--- src/rtl/cpu_param.sv ---
// Parameterised multi-cycle accumulator-style CPU: FETCH/DECODE/EXECUTE with a terminal HALT,
// general register file, two status flags and a small internal data memory.
module cpu_param #(
  parameter int unsigned DATA_W  = 8,
  parameter int unsigned NREGS   = 4,
  parameter int unsigned ADDR_W  = 4,
  parameter int unsigned DMEM_AW = 4,
  localparam int unsigned RSEL_W  = $clog2(NREGS),
  localparam int unsigned INSTR_W = 4 + 2 * RSEL_W + DATA_W
) (
  input  logic                    clk,
  input  logic                    reset,
  input  logic                    cs,
  output logic [ADDR_W-1:0]       imem_addr,
  input  logic [INSTR_W-1:0]      imem_data,
  output logic [NREGS*DATA_W-1:0] regs_flat,
  output logic [ADDR_W-1:0]       pc,
  output logic                    zero_flag,
  output logic                    carry_flag,
  output logic                    halted
);

  localparam logic [3:0] OpNop  = 4'h0;
  localparam logic [3:0] OpLdi  = 4'h1;
  localparam logic [3:0] OpAdd  = 4'h2;
  localparam logic [3:0] OpSub  = 4'h3;
  localparam logic [3:0] OpSt   = 4'h4;
  localparam logic [3:0] OpLd   = 4'h5;
  localparam logic [3:0] OpJmp  = 4'h6;
  localparam logic [3:0] OpJz   = 4'h7;
  localparam logic [3:0] OpHalt = 4'h8;

  typedef enum logic [1:0] {StFetch, StDecode, StExecute, StHalt} state_e;

  state_e              state_q, state_d;
  logic [ADDR_W-1:0]   pc_q, pc_d;
  logic [INSTR_W-1:0]  ir_q, ir_d;
  logic [DATA_W-1:0]   regs_q [NREGS];
  logic [DATA_W-1:0]   regs_d [NREGS];
  logic                zero_q, zero_d;
  logic                carry_q, carry_d;
  logic [DATA_W-1:0]   dmem_q [2**DMEM_AW];
  logic                dmem_we;

  logic [3:0]          opcode;
  logic [RSEL_W-1:0]   rd, rs;
  logic [DATA_W-1:0]   imm;
  logic [DMEM_AW-1:0]  dmem_addr;
  logic [DATA_W-1:0]   rd_val, rs_val;
  logic [DATA_W:0]     add_res, sub_res;
  logic [ADDR_W-1:0]   pc_inc;

  assign opcode    = ir_q[INSTR_W-1 -: 4];
  assign rd        = ir_q[DATA_W + RSEL_W +: RSEL_W];
  assign rs        = ir_q[DATA_W +: RSEL_W];
  assign imm       = ir_q[DATA_W-1:0];
  assign dmem_addr = imm[DMEM_AW-1:0];

  // Operands come from the registered file, so rd==rs sees the pre-execute value.
  assign rd_val  = regs_q[rd];
  assign rs_val  = regs_q[rs];
  assign add_res = {1'b0, rd_val} + {1'b0, rs_val};
  assign sub_res = {1'b0, rd_val} - {1'b0, rs_val};
  assign pc_inc  = pc_q + ADDR_W'(1);

  always_comb begin
    state_d = state_q;
    pc_d    = pc_q;
    ir_d    = ir_q;
    regs_d  = regs_q;
    zero_d  = zero_q;
    carry_d = carry_q;
    dmem_we = 1'b0;
    unique case (state_q)
      StFetch: begin
        if (cs) state_d = StDecode;
      end
      StDecode: begin
        ir_d    = imem_data;
        state_d = StExecute;
      end
      StExecute: begin
        state_d = StFetch;
        pc_d    = pc_inc;
        case (opcode)
          OpNop: ;
          OpLdi: regs_d[rd] = imm;
          OpAdd: begin
            regs_d[rd] = add_res[DATA_W-1:0];
            carry_d    = add_res[DATA_W];
            zero_d     = (add_res[DATA_W-1:0] == '0);
          end
          OpSub: begin
            // Top bit of the widened difference is the unsigned borrow.
            regs_d[rd] = sub_res[DATA_W-1:0];
            carry_d    = sub_res[DATA_W];
            zero_d     = (sub_res[DATA_W-1:0] == '0);
          end
          OpSt:  dmem_we = 1'b1;
          OpLd:  regs_d[rd] = dmem_q[dmem_addr];
          OpJmp: pc_d = imm[ADDR_W-1:0];
          OpJz: begin
            if (zero_q) pc_d = imm[ADDR_W-1:0];
          end
          OpHalt: begin
            pc_d    = pc_q;
            state_d = StHalt;
          end
          default: ;
        endcase
      end
      StHalt: ;
      default: state_d = StFetch;
    endcase
  end

  always_ff @(posedge clk) begin
    if (reset) begin
      state_q <= StFetch;
      pc_q    <= '0;
      ir_q    <= '0;
      regs_q  <= '{default: '0};
      zero_q  <= 1'b0;
      carry_q <= 1'b0;
    end else begin
      state_q <= state_d;
      pc_q    <= pc_d;
      ir_q    <= ir_d;
      regs_q  <= regs_d;
      zero_q  <= zero_d;
      carry_q <= carry_d;
    end
  end

  // Data memory has no reset so its contents survive a core reset.
  always_ff @(posedge clk) begin
    if (dmem_we && !reset) dmem_q[dmem_addr] <= rd_val;
  end

  for (genvar i = 0; i < NREGS; i++) begin : g_flat
    assign regs_flat[i*DATA_W +: DATA_W] = regs_q[i];
  end

  assign imem_addr  = pc_q;
  assign pc         = pc_q;
  assign zero_flag  = zero_q;
  assign carry_flag = carry_q;
  assign halted     = (state_q == StHalt);

endmodule

--- config.mk ---
export PLATFORM = sky130hd
export DESIGN_NAME = cpu_param
export DESIGN_NICKNAME = d
export VERILOG_FILES = /design/src/rtl/cpu_param.sv
export SDC_FILE = /design/constraint.sdc
export NUM_CORES = 1
export LEC_CHECK = 0
export CORE_ASPECT_RATIO = 0.75
export CORE_MARGIN = 5
export CORE_UTILIZATION = 50
export CTS_BUF_LIST = sky130_fd_sc_hd__clkbuf_4
export DETAILED_ROUTE_END_ITERATION = 10
export PLACE_DENSITY = 0.71
export SETUP_SLACK_MARGIN = 0.05
export SLEW_MARGIN = 20
export SYNTH_ARGS = -nofsm -noshare
export SYNTH_HDL_FRONTEND = slang
export SYNTH_SLANG_ARGS = --single-unit
--- constraint.sdc ---
create_clock -name clk -period 4.6 [get_ports clk]
set_clock_uncertainty 0.1 [all_clocks]
set_input_delay 0.92 -clock clk [delete_from_list [all_inputs] [get_ports clk]]
set_output_delay 0.92 -clock clk [all_outputs]
set_load 0.005 [all_outputs]
==> results.sh, run 1 <==
export IMPL_status="completed"
export IMPL_rsz0062_at_grt="no"
export IMPL_drtAntennaViolNets=0
export IMPL_hp_class="reg2reg"
export IMPL_syn_area_um2=9400
export IMPL_htreeDepth=4
export IMPL_timing_hold_violations_final=0
export IMPL_synthCells=771
export IMPL_ys_async_sr_fraction_pct=0
export IMPL_hpwl_um=18380
export IMPL_ys_seq_area_share_pct=53.67
export IMPL_overflow=0
export IMPL_grt_max_degree=54
export IMPL_final_nets=856
export IMPL_grt_pass1_vias=6532
export IMPL_die_h_um=128.7
export IMPL_drive_above_1_share_pct=12.12
export IMPL_synth_edf_count=128
export IMPL_avgSynthCellArea_um2=12.19
export IMPL_initial_core_util_pct=50.79
export IMPL_grtUsageTotal_pct=24.20
export IMPL_synth_fp_nets=814
export IMPL_place_worst_setup_slack_ns=0.5887
export IMPL_gp_congestion=0.9264
export IMPL_cts_root_buf="clkbuf_4"
export IMPL_wl_per_cell_um=24.45
export IMPL_ys_top_cells_by_count="128 x edfxtp_1, 76 x nor2_1, 60 x dfxtp_1"
export IMPL_core_area_um2=18510
export IMPL_slew_headroom_pct=24.40
export IMPL_yosys_warnings=0
export IMPL_vias=6786
export IMPL_routed_wl_um=26240
export IMPL_worst_pin_slew_ns=1.130
export IMPL_clock_sinks=188
export IMPL_die_area_um2=21670
export IMPL_crit_type="reg2reg"
export IMPL_synth_flop_cell="edfxtp_1"
export IMPL_port_buffers=61
export IMPL_drc=0
export IMPL_layout_setup_ws_ns=0.4992
export IMPL_drv_slew=0
export IMPL_drt_iter0_drc=988
export IMPL_first_pass_iters=6
export IMPL_clk_path_buf_depth=2
export IMPL_slowest_stage="dfxtp_1"
export IMPL_synth_cell_types=59
export IMPL_clkLatencyLatePin_ns=0.57
export IMPL_yosysTopAreaCellShare_pct=40.89
export IMPL_max_freq_ghz=0.2439
export IMPL_crit_chain="mux4_2, ha_1, nand2b_1, a221oi_1, o21ai_1, nor2b_1, xnor2_1, a21oi_1, o21a_1"
export IMPL_fin_tns_setup_ns=0
export IMPL_cts_setup_buffers=0
export IMPL_ctsHoldBuffers=0
export IMPL_nFillCells=1515
export IMPL_synth_seq_cells=188
export IMPL_die_w_um=168.3
export IMPL_p_per_area_nw_per_um2=364.7
export IMPL_max_stage_delay_ns=0.92
export IMPL_final_util_pct=56.61
export IMPL_seq_area_um2=5046
export IMPL_yosys_area_top_type="edfxtp_1"
export IMPL_yosysMostFrequentCell="edfxtp_1"
export IMPL_start_kind="flip-flop"
export IMPL_rows=43
export IMPL_synthTopCellsByArea="edfxtp_1 41%, dfxtp_1 13%, mux4_2 9.1%, mux2i_1 3.3%, nor2_1 3.0%"
export IMPL_ir_drop_mv=0.2853
export IMPL_antenna_found_initial=1
export IMPL_io_pin_count=62
export IMPL_cts_tree="built"
export IMPL_p_leak_nw=3.442
export IMPL_setup_viol=0
export IMPL_cts_buffers=17
export IMPL_grt_pass1_wl_um=39210
export IMPL_fin_crit_ns=4.101
export IMPL_cts_clk_slew_worst_paths_ns=0.15
export IMPL_fin_crit_sh_pct=89.15
export IMPL_multi_input_area_um2=3986
export IMPL_ctsResizeCount=0
export IMPL_crit_path_end_kind="flip-flop"
export IMPL_arrival_ns=4.48
export IMPL_area_growth_pct=11.46
export IMPL_maxCapViolCount=0
export IMPL_crit_required_ns=4.98
export IMPL_path_max_fanout=18
export IMPL_viasPerCell=6.324
critical path: cells and delay by family, from the launching register on:
kind                     cells  cell delay (ns)
adder cells (fa/ha/maj)      1             0.48
multiplexers                 1             0.78
flip-flops                   1             0.92
XOR/XNOR                     1             0.53
AND/OR/NAND/NOR              2             0.37
AO/OA/AOI/OAI                4             0.82
path summary, 6_finish.rpt:
kind                                              start                      end  slack [ns]  cells after the start
worst max-delay path              ir_q[11]$_SDFFE_PP0N_                flip-flop        0.50                      9
worst min-delay path            carry_flag$_SDFFE_PP0P_  carry_flag$_SDFFE_PP0P_        0.42                      2
worst max register to register    ir_q[11]$_SDFFE_PP0N_                flip-flop        0.50                      9
worst min register to register  carry_flag$_SDFFE_PP0P_  carry_flag$_SDFFE_PP0P_        0.42                      2
metal layers:
metal / global-route usage (%) / wire length (µm) / up-vias
li1: - / - / 3014
met1: 35.46 / 11130 / 3325
met2: 35.13 / 11560 / 409
met3: 7.740 / 3136 / 38
met4: 6.489 / 408 / 0
met5: 0 / 0 / -
cell families (layout without fill, tap and decap cells):
group	Yosys count	count (layout)	synth area share [%]
buffers and inverters	80	134	3.926
AO/OA/AOI/OAI	173	173	12.29
flip-flops	188	188	53.67
XOR/XNOR	13	13	1.211
adder cells (fa/ha/maj)	24	24	3.354
other	0	1	0
multiplexers	78	78	14.76
AND/OR/NAND/NOR	215	215	10.79
power breakdown:
group | switching, mW | internal, mW | leakage [nW] | total (mW)
combinational | 0.490 | 0.373 | 1.58 | 0.862
clock | 0.573 | 0.394 | 0.158 | 0.966
sequential | 0.149 | 1.84 | 1.70 | 1.99
total | 1.21 | 2.61 | 3.44 | 3.82
stage by stage:
step,power [mW],instances,hold WS (ns),area (µm²)
6_report,3.821,1073,0.4170,10480
3_5_place_dp,2.872,1041,0.4009,10170
5_1_grt,3.983,1073,0.4461,10480
3_3_place_gp,2.841,1041,0.3902,10170
2_1_floorplan,2.641,771,0.3760,9400
4_1_cts,3.819,1072,0.4210,10480
layout by cell type, fill, tap and decap left out, types with 5 or more instances in the layout:
cell type and count:
nand3b_1 7, o211ai_1 5, a311oi_1 9, nor2_1 76, a22oi_1 8, or3_1 6
o21ai_0 33, clkdlybuf4s50_1 60, ha_1 22, a31oi_1 5, o221a_2 5, a211oi_1 15
nand2b_1 15, clkbuf_4 19, a21oi_1 49, edfxtp_1 128, nor3_1 9, nand2_1 54
nand3_1 10, mux4_1 8, buf_4 17, xnor2_1 12, mux4_2 38, inv_1 25
mux2i_1 31, o22ai_1 6, nor2b_1 19, nand4_1 5, dfxtp_1 59, o221ai_1 9
final cells by class:
type | count | area share [%]
Multi-Input combinational cell | 503 | 38.05
Timing Repair Buffer | 78 | 6.998
Tap cell | 247 | 2.950
Inverter | 25 | 0.8956
Clock inverter | 12 | 1.564
Sequential cell | 188 | 48.16
Clock buffer | 19 | 1.361
Antenna cell | 1 | 0.02388
Note: power is estimated with default switching activity, not from simulation.
==> run 2: changes to the inputs <==
MAX_ROUTING_LAYER = met4   (was default)
==> run 2 against run 1 <==
  * Flip-flop and latch count did not move
  * Core utilization up 0.074 points
  * Global-route usage up 0.79 points
  * Power increased by 0.85%
  * Cell count barely moved
  * Clock-buffer cell count fell by 1
  * Setup slack worse by 0.17 ns
  * Worst hold slack improved by 0.014 ns
  * Largest cell class unchanged
  * Highest routed layer unchanged
==> results.sh, run 2 (synthesized netlist as in run 1, its figures left out) <==
export IMPL_port_buffers=61
export IMPL_max_stage_delay_ns=0.96
export IMPL_max_freq_ghz=0.2341
export IMPL_hpwl_um=18410
export IMPL_worst_pin_slew_ns=1.196
export IMPL_drc=0
export IMPL_fin_crit_ns=4.272
export IMPL_crit_chain="mux4_2, ha_1, nand2b_1, a221oi_1, o21ai_1, nor2b_1, xnor2_1, a21oi_1, o21a_1"
export IMPL_rsz0062_at_grt="no"
export IMPL_cp_top_family="flip-flops"
export IMPL_crit_type="reg2reg"
export IMPL_start_kind="flip-flop"
export IMPL_maxCapViolCount=0
export IMPL_drtAntennaViolNets=0
export IMPL_die_area_um2=21670
export IMPL_slowest_stage="dfxtp_1"
export IMPL_path_buf_inv=0
export IMPL_first_pass_iters=6
export IMPL_ir_drop_mv=0.3349
export IMPL_antenna_found_initial=1
export IMPL_gp_congestion=0.9448
export IMPL_fin_tns_setup_ns=0
export IMPL_cts_setup_buffers=0
export IMPL_path_max_fanout=18
export IMPL_final_nets=856
export IMPL_ctsHoldBuffers=0
export IMPL_io_pin_count=62
export IMPL_status="completed"
export IMPL_area_growth_pct=11.61
export IMPL_viasPerCell=6.417
export IMPL_initial_core_util_pct=50.79
export IMPL_dp_cells=1041
export IMPL_cts_tree="built"
export IMPL_rows=43
export IMPL_timing_hold_violations_final=0
export IMPL_grt_max_degree=54
export IMPL_hp_class="reg2reg"
export IMPL_drive_above_1_share_pct=12.11
export IMPL_ctsResizeCount=0
export IMPL_grtUsageTotal_pct=24.98
export IMPL_crit_required_ns=4.99
export IMPL_clock_sinks=188
export IMPL_overflow=0
export IMPL_layout_cells_non_filler=1074
export IMPL_core_area_um2=18510
export IMPL_routed_wl_um=26060
export IMPL_die_w_um=168.3
export IMPL_clkLatencyLatePin_ns=0.58
export IMPL_drt_iter0_drc=1152
export IMPL_grt_pass1_vias=6570
export IMPL_die_h_um=128.7
export IMPL_cts_root_buf="clkbuf_4"
export IMPL_final_cell_mix="128 x edfxtp_1, 76 x nor2_1, 60 x clkdlybuf4s50_1"
export IMPL_grt_pass1_wl_um=39480
export IMPL_cts_buffers=17
export IMPL_fin_crit_sh_pct=92.88
export IMPL_cts_clk_slew_worst_paths_ns=0.16
export IMPL_htreeDepth=4
export IMPL_mostFrequentLayoutCell="edfxtp_1"
export IMPL_vias=6892
export IMPL_arrival_ns=4.67
export IMPL_slew_headroom_pct=19.94
export IMPL_clk_path_buf_depth=2
export IMPL_post_dp_cell_area_um2=10170
export IMPL_wl_per_cell_um=24.27
export IMPL_p_per_area_nw_per_um2=367.3
export IMPL_fin_area_um2=10490
export IMPL_setup_viol=0
export IMPL_drv_slew=0
export IMPL_crit_path_end_kind="flip-flop"
export IMPL_p_leak_nw=3.459
[run 2: cell types whose count changed in the layout (fill, tap and decap cells not counted), sizes merged]
cell / before / now
clkbuf: 19 / 18
clkinv: 3 / 5
clkinvlp: 3 / 0
inv: 28 / 31
[run 2: per-stage QoR]
step / util (%) / worst slack (ns) / power, mW / hold slack [ns]
5_1_grt: 56.69 / 0.1627 / 4.020 / 0.4501
4_1_cts: 56.67 / 0.3587 / 3.850 / 0.4325
3_5_place_dp: 54.94 / 0.4018 / 2.869 / 0.4087
2_1_floorplan: - / 1.034 / 2.641 / 0.3760
3_3_place_gp: 54.94 / 0.6150 / 2.846 / 0.3983
6_report: 56.69 / 0.3275 / 3.853 / 0.4313
[run 2: worst reg2reg max path, cell delays in order (launching register included)]
cell and delay, ns:
dfxtp_1 0.96, mux4_2 0.80, ha_1 0.48, nand2b_1 0.23, a221oi_1 0.36, o21ai_1 0.13
nor2b_1 0.17, xnor2_1 0.58, a21oi_1 0.17, o21a_1 0.22
[run 2: power by group]
| group | leakage (nW) | internal, mW | switching [mW] |
|---|---|---|---|
| clock | 0.176 | 0.399 | 0.604 |
| combinational | 1.58 | 0.372 | 0.479 |
| sequential | 1.70 | 1.84 | 0.155 |
[run 2: path summary, 6_finish.rpt]
path,start,end,slack (ns),cells after the start
setup / recovery,ir_q[11]$_SDFFE_PP0N_,flip-flop,0.33,9
hold / removal,flip-flop,flip-flop,0.43,2
setup reg to reg,ir_q[11]$_SDFFE_PP0N_,flip-flop,0.33,9
hold reg to reg,flip-flop,flip-flop,0.43,2
[run 2: final cells by class]
cell class	count	area, µm²
fill	1526	8016
sequential	188	5046
multi-input combinational	503	3986
timing repair buffer	78	733.2
tap	247	309.0
clock inverter	14	185.2
clock buffer	18	135.1
inverter	25	93.84
antenna	1	2.502
[run 2: metal layers]
metal | wire length [µm] | track usage, % | part of all wire [%]
met1 | 11300 | 36.68 | 43
met2 | 11540 | 35.51 | 44
met4 | 253 | 5.248 | 0.97
met3 | 2968 | 6.296 | 11
met5 | 0 | - | 0
==> run 3: changes to the inputs <==
CAP_MARGIN = 20   (was default)
PLACE_DENSITY = 0.74   (was 0.71)
clock period = 3.7 ns   (was 4.6 ns; I/O delays follow)
==> run 3 against run 2 <==
  * Register-to-register slack worse by 0.03 ns
  * Power up 23%
  * Cell count up 2.2%
  * Maximum frequency up 25%
  * Non-clock buffer count up 25
  * Die area unchanged
  * Clock-buffer cell count up 1
  * Combinational power up 33%
  * Setup slack worse by 0.035 ns
  * Critical path type unchanged
  * Largest cell class unchanged
==> results.sh, run 3 (synthesized netlist as in run 1, its figures left out) <==
export IMPL_grt_max_degree=53
export IMPL_clk_path_buf_depth=2
export IMPL_layout_setup_ws_ns=0.2929
export IMPL_crit_required_ns=4.07
export IMPL_gr_usage_met3_pct=8.262
export IMPL_pwr_share_comb_pct=23.8
export IMPL_met2_usage_pct=31.96
export IMPL_hp_class="reg2reg"
export IMPL_rows=43
export IMPL_crit_chain="mux4_2, inv_1, ha_1, inv_1, fa_1, a21oi_1, o21ai_0, a21oi_1, xnor2_1, a21oi_2, o221ai_1, o21a_1"
export IMPL_io_pin_count=62
export IMPL_drt_iter0_drc=949
export IMPL_worst_pin_slew_ns=1.025
export IMPL_slowest_stage="mux4_2"
export IMPL_busiest_layer="met1"
export IMPL_cp_top_family="compound AO/OA/AOI/OAI gates"
export IMPL_wl_per_cell_um=22.77
export IMPL_gp_congestion=0.9954
export IMPL_r2r_slack_ns=0.29
export IMPL_initial_core_util_pct=50.79
export IMPL_power_frac_clock_pct=24.8
export IMPL_routed_wl_um=25010
export IMPL_cts_buffers=17
export IMPL_overflow=0
export IMPL_grtUsageTotal_pct=24.25
export IMPL_grt_pass1_wl_um=38720
export IMPL_setup_viol=0
export IMPL_layout_cells_non_filler=1098
export IMPL_crit_type="reg2reg"
export IMPL_p_total_mw=4.757
export IMPL_cts_root_buf="clkbuf_4"
export IMPL_p_leak_nw=3.591
export IMPL_pwr_share_seq_pct=51.4
export IMPL_viasPerCell=6.308
export IMPL_drive_above_1_share_pct=15.04
export IMPL_first_pass_iters=6
export IMPL_ctsHoldBuffers=0
export IMPL_clock_sinks=188
export IMPL_final_cell_mix="128 x edfxtp_1, 76 x nor2_1, 60 x clkdlybuf4s50_1"
export IMPL_fin_crit_sh_pct=92.08
export IMPL_mostFrequentLayoutCell="edfxtp_1"
export IMPL_path_buf_inv=2
export IMPL_hp_start="carry_flag$_SDFFE_PP0P_"
export IMPL_crit_path_end_kind="flip-flop"
export IMPL_worstHoldPathCells=2
export IMPL_status="completed"
export IMPL_p_per_area_nw_per_um2=445.9
export IMPL_core_area_um2=18510
export IMPL_swShare_pct=31.85
export IMPL_drv_slew=0
export IMPL_dp_cells=1066
export IMPL_max_stage_delay_ns=0.55
export IMPL_antennaDiodeCount=0
export IMPL_arrival_ns=3.78
export IMPL_worstReg2RegStart="ir_q[10]$_SDFFE_PP0N_"
export IMPL_rsz0062_at_grt="no"
export IMPL_path_max_fanout=4
export IMPL_clkLatencyLatePin_ns=0.57
export IMPL_max_freq_ghz=0.2935
export IMPL_maxCapViolCount=0
export IMPL_internal_power_mw=3.242
export IMPL_die_area_um2=21670
export IMPL_port_buffers=61
export IMPL_cts_tree="built"
export IMPL_antenna_found_initial=0
export IMPL_cts_clk_slew_worst_paths_ns=0.16
export IMPL_final_util_pct=57.64
export IMPL_ir_drop_mv=0.3501
export IMPL_place_worst_setup_slack_ns=0.2804
export IMPL_drc=0
export IMPL_p_switching_mw=1.515
export IMPL_slew_headroom_pct=31.67
export IMPL_vias=6926
export IMPL_die_h_um=128.7
export IMPL_fin_crit_ns=3.407
export IMPL_fin_tns_setup_ns=0
export IMPL_final_nets=881
export IMPL_drtAntennaViolNets=0
export IMPL_grt_use_met1_pct=36.19
export IMPL_die_w_um=168.3
export IMPL_area_growth_pct=13.48
export IMPL_hpwl_um=17990
export IMPL_worstHoldEndpoint="carry_flag$_SDFFE_PP0P_"
export IMPL_r2r_cells=12
export IMPL_grt_pass1_vias=6474
export IMPL_htreeDepth=4
export IMPL_timing_hold_violations_final=0
export IMPL_start_kind="flip-flop"
[run 3: final cells by class]
| class | instances | area (µm²) |
|---|---|---|
| fillers | 1558 | 7840 |
| clock buffers | 19 | 142.6 |
| flip-flops and latches | 188 | 5047 |
| well taps | 247 | 309.0 |
| repair buffers | 103 | 933.4 |
| inverters | 25 | 93.84 |
| clock inverters | 13 | 151.4 |
| multi-input cells | 503 | 3990 |
[run 3: stage by stage]
| stage | hold slack (ns) | cell area, µm² |
|---|---|---|
| detailed placement | 0.3951 | 10370 |
| CTS | 0.4144 | 10660 |
| finish | 0.4100 | 10670 |
| global route | 0.4489 | 10670 |
| floorplan | 0.3760 | 9400 |
| global placement | 0.3930 | 10370 |
[run 3: per-layer routing]
metal	wire (µm)	vias to the layer above	part of all wire, %
met3	3288	51	13
met4	416	0	1.7
met1	11060	3364	44
met2	10240	445	41
li1	-	3066	-
met5	0	-	0
[run 3: how the worst max path moves through the flow]
stage	start	endpoint	slack, ns	depth (start not counted)
2_1_floorplan	ir_q[10]$_SDFFE_PP0N_	flip-flop	0.13	14
3_5_place_dp	ir_q[11]$_SDFFE_PP0N_	flip-flop	0.28	9
6_report	ir_q[10]$_SDFFE_PP0N_	flip-flop	0.29	12
3_3_place_gp	ir_q[11]$_SDFFE_PP0N_	flip-flop	0.36	9
5_1_grt	ir_q[10]$_SDFFE_PP0N_	flip-flop	0.1	12
4_1_cts	ir_q[11]$_SDFFE_PP0N_	flip-flop	0.24	9
[run 3: worst register-to-register path, delay by kind of cell, from the launching register on]
kind                     cells  cell delay [ns]
AO/OA/AOI/OAI                6             1.23
flip-flops                   1             0.41
adder cells (fa/ha/maj)      2             0.65
multiplexers                 1             0.55
XOR/XNOR                     1             0.18
buffers and inverters        2             0.18
[run 3: power by group through the flow]
stage          clock network (mW)  logic (mW)  registers (mW)
3_5_place_dp                    0        1.11            2.49
6_report                     1.18        1.13            2.45
4_1_cts                      1.20        1.11            2.44
2_1_floorplan                   0       0.905            2.38
5_1_grt                      1.29        1.22            2.46
3_3_place_gp                    0        1.10            2.49
[run 3: repair_timing]
| item | in CTS | in global routing |
|---|---|---|
| buffers inserted | 0 | 0 |
| resized for setup | 0 | 2 |
| endpoints found under the setup margin | 0 | 3 |
